$ cat src/rtl/fifo_sync_buffer.sv
// fifo_sync_buffer
//
// Single-clock circular-buffer FIFO. It sits between a registered read
// controller and the data consumer. Reads return data one cycle after the
// accepted strobe, together with a one-cycle valid pulse. Status flags are
// computed from the next-state occupancy and registered, so they are
// current on the same edge that changes the count. A write while full or a
// read while empty is dropped safely and reported with a one-cycle pulse.
//
// Ports:
//   i_clk        system clock, rising edge
//   i_rest       asynchronous active-high reset
//   i_wen        write strobe, one word per cycle
//   i_wdata      write data, sampled with i_wen
//   i_ren        read strobe from the read controller
//   o_rdata      read data, valid while o_rvalid is high
//   o_rvalid     one-cycle pulse per accepted read
//   o_empty      occupancy == 0
//   o_full       occupancy == DEPTH
//   o_afull      occupancy >= AFULL_LEVEL
//   o_count      occupancy, 0..DEPTH
//   o_overflow   one-cycle pulse, write dropped
//   o_underflow  one-cycle pulse, read ignored

module fifo_sync_buffer #(
  parameter int DATA_WIDTH  = 8,
  parameter int ADDR_WIDTH  = 4,
  parameter int AFULL_LEVEL = 12
) (
  input  logic                  i_clk,
  input  logic                  i_rest,
  input  logic                  i_wen,
  input  logic [DATA_WIDTH-1:0] i_wdata,
  input  logic                  i_ren,
  output logic [DATA_WIDTH-1:0] o_rdata,
  output logic                  o_rvalid,
  output logic                  o_empty,
  output logic                  o_full,
  output logic                  o_afull,
  output logic [ADDR_WIDTH:0]   o_count,
  output logic                  o_overflow,
  output logic                  o_underflow
);

  localparam int DEPTH = 2 ** ADDR_WIDTH;

  localparam logic [ADDR_WIDTH:0]   CNT_ONE   = (ADDR_WIDTH+1)'(1);
  localparam logic [ADDR_WIDTH:0]   CNT_FULL  = (ADDR_WIDTH+1)'(DEPTH);
  localparam logic [ADDR_WIDTH:0]   CNT_AFULL = (ADDR_WIDTH+1)'(AFULL_LEVEL);
  localparam logic [ADDR_WIDTH-1:0] PTR_ONE   = ADDR_WIDTH'(1);

  logic [DATA_WIDTH-1:0] mem [DEPTH];

  logic [ADDR_WIDTH-1:0] wp_q, wp_d;
  logic [ADDR_WIDTH-1:0] rp_q, rp_d;
  logic [ADDR_WIDTH:0]   count_q, count_d;
  logic                  empty_q, empty_d;
  logic                  full_q, full_d;
  logic                  afull_q, afull_d;
  logic [DATA_WIDTH-1:0] rdata_q, rdata_d;
  logic                  rvalid_q, rvalid_d;
  logic                  ovf_q, ovf_d;
  logic                  udf_q, udf_d;

  logic ra;
  logic wa;

  // A read while full frees a slot on the same edge, so the write is
  // accepted. The read side never looks at the write: an empty FIFO
  // ignores the read even if a write arrives together with it.
  assign ra = i_ren & ~empty_q;
  assign wa = i_wen & (~full_q | ra);

  always_comb begin
    wp_d     = wp_q;
    rp_d     = rp_q;
    count_d  = count_q;
    rdata_d  = rdata_q;
    rvalid_d = 1'b0;
    ovf_d    = i_wen & ~wa;
    udf_d    = i_ren & empty_q;

    if (wa) begin
      wp_d = wp_q + PTR_ONE;
    end
    if (ra) begin
      rp_d     = rp_q + PTR_ONE;
      rdata_d  = mem[rp_q];
      rvalid_d = 1'b1;
    end

    case ({wa, ra})
      2'b10:   count_d = count_q + CNT_ONE;
      2'b01:   count_d = count_q - CNT_ONE;
      default: count_d = count_q;
    endcase

    empty_d = (count_d == '0);
    full_d  = (count_d == CNT_FULL);
    afull_d = (count_d >= CNT_AFULL);
  end

  always_ff @(posedge i_clk or posedge i_rest) begin
    if (i_rest) begin
      wp_q     <= '0;
      rp_q     <= '0;
      count_q  <= '0;
      empty_q  <= 1'b1;
      full_q   <= 1'b0;
      afull_q  <= 1'b0;
      rdata_q  <= '0;
      rvalid_q <= 1'b0;
      ovf_q    <= 1'b0;
      udf_q    <= 1'b0;
    end else begin
      wp_q     <= wp_d;
      rp_q     <= rp_d;
      count_q  <= count_d;
      empty_q  <= empty_d;
      full_q   <= full_d;
      afull_q  <= afull_d;
      rdata_q  <= rdata_d;
      rvalid_q <= rvalid_d;
      ovf_q    <= ovf_d;
      udf_q    <= udf_d;
    end
  end

  // Storage is deliberately left without reset; clearing the pointers
  // discards its contents logically. When full and reading, wp == rp, and
  // the read above samples the old word before this write replaces it.
  always_ff @(posedge i_clk) begin
    if (wa) begin
      mem[wp_q] <= i_wdata;
    end
  end

  assign o_rdata     = rdata_q;
  assign o_rvalid    = rvalid_q;
  assign o_empty     = empty_q;
  assign o_full      = full_q;
  assign o_afull     = afull_q;
  assign o_count     = count_q;
  assign o_overflow  = ovf_q;
  assign o_underflow = udf_q;

endmodule

$ cat config.mk
export PLATFORM = sky130hd
export DESIGN_NAME = fifo_sync_buffer
export DESIGN_NICKNAME = d
export VERILOG_FILES = /design/src/rtl/fifo_sync_buffer.sv
export SDC_FILE = /design/constraint.sdc
export NUM_CORES = 1
export LEC_CHECK = 0
export ABC_AREA = 1
export BUFFER_PORTS_ARGS = -buffer_cell sky130_fd_sc_hd__buf_4
export CORE_UTILIZATION = 25
export DETAILED_ROUTE_END_ITERATION = 12
export RECOVER_POWER = 25
export SLEW_MARGIN = 10
export SYNTH_ARGS = -nofsm -noshare
export SYNTH_HDL_FRONTEND = slang
export SYNTH_SLANG_ARGS = --single-unit
export TNS_END_PERCENT = 5
$ cat constraint.sdc
create_clock -name i_clk -period 5.75 [get_ports i_clk]
set_input_delay 1.15 -clock i_clk [delete_from_list [all_inputs] [get_ports i_clk]]
set_output_delay 1.15 -clock i_clk [all_outputs]
set_load 0.005 [all_outputs]
==> impl_results.md <==
- Crit-path most repeated cell: nor2_1
- Met1 WL: around 6700 um
- Worst flop-to-flop path startpoint: o_empty$_DFF_PP1_
- Setup TNS: 0 ns
- Ratio of cells with drive above 1 in the final layout: between 10% and 20%
- Vias post-DR: 4,160
- Hold_buf cts: 0
- Final wirelength: between 10,000 and 15,000 um
- Post-synthesis sequential area ratio: between 60% and 70%
- Fmax: 333.1 MHz
- Setup slack, reg-to-reg: roughly 3.2 ns
- Hold Vio Cnt, Final: 0
- Via density: roughly 4.4
- Flops & latches, synth: 155
- Cell taking the most area after synthesis: edfxtp_1
- Worst path cell trace: clkbuf_4 > inv_1 > nor2_4 > o21ai_2 > ha_1 > nand2_1 > inv_1 > nor2_1 > ha_1 > nand2_1 > o21ai_1 > or2_0 > nor2_1 > nand3_1 > nor2_1
- Final min period: around 3 ns
- CP arrival: approximately 3.4 ns
- Total of fill cells in the finished design: about 2,600
- Design Area, Final: around 7600 um^2
- Tightest Pin Transition: 0.9116 ns
- Number of H-tree levels: 4
- Die H: between 150 and 200 um
- Clock Path Buffers: 2
- Die area: roughly 26,000 um^2
- Reg clk slew, reported paths: 0.06 ns
- Max cap viols: 0
- Hold WC Path Type: flip-flop to flip-flop
- CTS Buf Count: 17
- RSZ-0062 raised after global routing: no
- CTS tree: yes
- Root buffer cell: clkbuf_16
- Core area: between 20,000 and 30,000 um^2
- Number of global-route vias before repair: between 4,000 and 5,000
- ANT cells: 0
- Cells after Synth: approximately 570
- R2R depth: 13
- Largest net degree at the start of global routing: 66
- P_leak: 2.873 nW
- DRT Pass-1 Iters: 4
- Port Buf Inserts: 30
- Clock latency on the worst-skew pair: between 0.4 and 0.5 ns
- Pwr/cell area: between 500 and 600 nW/um^2
- Syn Nets: between 500 and 600
- # clock sinks: roughly 160
- Critical path class: primary input to flip-flop
- FP Rows: 58
- IO Count: 31
- Distinct cell type count after synthesis: 28
- First-pass GRT wire length: approximately 23,000 um
- CP required: between 6 and 7 ns
- Chip width: about 160 um
- Syn avg cell area: 11.36 um^2
- All-Layer GR Usage: 11.75%
- Remaining DRCs: 0
- DR WL met2: about 7000 um
- Final setup viols: 0
- Share of the synthesized area in the top cell type: roughly 60%
- Async SR Flop Fraction: between 15 and 20%
- Met3 wire length: approximately 720 um
- Yosys warnings: 0
- Most numerous cell in the Yosys netlist: nand2_1
- Initial Util: about a quarter
- DP HPWL: roughly 9000 um
- Worst setup SP type: primary input
- Antenna violations before repair: 0
- Detailed Route Iter0 Violations: ~380
- Max incr delay on CP: between 0.3 and 0.4 ns
- Skew final: between 0.01 and 0.015 ns
- Grt total ovfl: 0
- FF-to-FF End: o_full$_DFF_PP0_
- Total power draw: approximately 4 mW
- Netlist Area Pre-Place: between 6000 and 7000 um^2
- Max-slew violations: 0
- Setup bufs post-CTS: 0
- Synth Flop Type: edfxtp_1
- Ranking of synthesized cells by area: edfxtp_1, dfrtp_1, nand2_1, nand3_1, nor2_1
- Crit-path max FO: 18
- Most frequent cells after synthesis: nand2_1, edfxtp_1, nor2_1, nand3_1, dfrtp_1
- Placed Area: 6975 um^2
- Status: completed
- Post-cts resize count: 0
- Number of synthesized flops with an enable pin: between 100 and 150
- GP Congestion: ~0.74
- Max layer used: met4
- Slew margin rel.: around 40%
- Area growth, synth to finish: 17.41%
- Crit-path slowest cell: nor2_4
- Crit. End Element: flip-flop
- Hold Crit Endpoint: o_rdata[7]$_DFFE_PP0P_
- Peak VDD IR: around 0.00021 V
- Antenna viol nets, final: 0
- Min-delay src: o_rdata[7]$_DFFE_PP0P_
- Final Net Count: 618
- Tcrit/Tclk final: a little over half
- Avg WL per Cell: 15.65 um
- Hold Path Cell Cnt: 2
==> flip-flops by register name (all words and copies together) (netlist names) <==
signal,count
mem,128
o_afull,1
o_count,5
o_empty,1
o_full,1
o_overflow,1
o_rdata,8
o_rvalid,1
o_underflow,1
rp_q,4
wp_q,4
==> worst max-delay path, delay by kind of cell <==
family,cells,cell delay (ns)
AO/OA/AOI/OAI,2,0.24
adder cells (fa/ha/maj),2,0.53
buffers and inverters,3,0.21
AND/OR/NAND/NOR,8,1.19
==> where the power goes <==
part	switching (mW)	leakage [nW]	internal (mW)
combinational	0.817	1.08	0.396
sequential	0.155	1.48	1.40
clock	0.467	0.312	0.740
==> kinds of logic (layout without fill, tap and decap cells) <==
| logic type | after synthesis | after routing | synth area share, % |
|---|---|---|---|
| adders and majority gates | 8 | 8 | 1.549 |
| DFF | 155 | 155 | 69.97 |
| xor gates and xnor gates | 7 | 7 | 0.9489 |
| and+or+nand+nor | 274 | 274 | 17.49 |
| AOI/OAI and AO/OA | 72 | 72 | 6.023 |
| buffers and inverters | 53 | 95 | 4.028 |
==> layer usage <==
layer  track usage [%]  vias up
met1             15.75     2022
met2             18.70      111
li1                  -     2013
met5                 0        -
met3             2.037       14
met4             4.843        0
==> cells in the final DEF (no fill, tap or decap), types with 17 or more instances in the layout <==
cell	count
nand2_1	159
edfxtp_1	128
nor2_1	55
nand3_1	51
o21ai_0	25
dfrtp_1	25
buf_4	24
inv_1	23
a21oi_1	21
clkbuf_16	17
==> worst max-delay path by stage <==
stage	to	cells past startpoint	from
3_5_place_dp	o_full$_DFF_PP0_	15	i_ren
3_3_place_gp	o_empty$_DFF_PP1_	15	i_ren
5_1_grt	o_empty$_DFF_PP1_	15	i_ren
2_1_floorplan	o_empty$_DFF_PP1_	14	i_ren
4_1_cts	o_full$_DFF_PP0_	15	i_ren
6_report	o_full$_DFF_PP0_	15	i_ren
==> stage by stage <==
stage	cells	hold WS (ns)	worst slack [ns]	util (%)
final	941	0.4860	2.748	30.04
after global routing	941	0.5165	2.485	30.04
after CTS	941	0.4914	2.785	30.16
after detailed placement	909	0.4737	2.354	27.62
after global placement	909	0.4684	2.433	27.62
after floorplan	569	0.4726	2.708	-
==> area by class of cell <==
class                   count  area [um^2]  area share [%]
clock buffers              18        429.2           5.657
well taps                 330        412.9           5.443
repair buffers             33        217.7           2.870
flip-flops and latches    155         4522           59.61
multi-input cells         361         1680           22.15
clock inverters            14        211.5           2.787
inverters                  30        112.6           1.484
No activity file was read; power rests on OpenSTA's default activity.
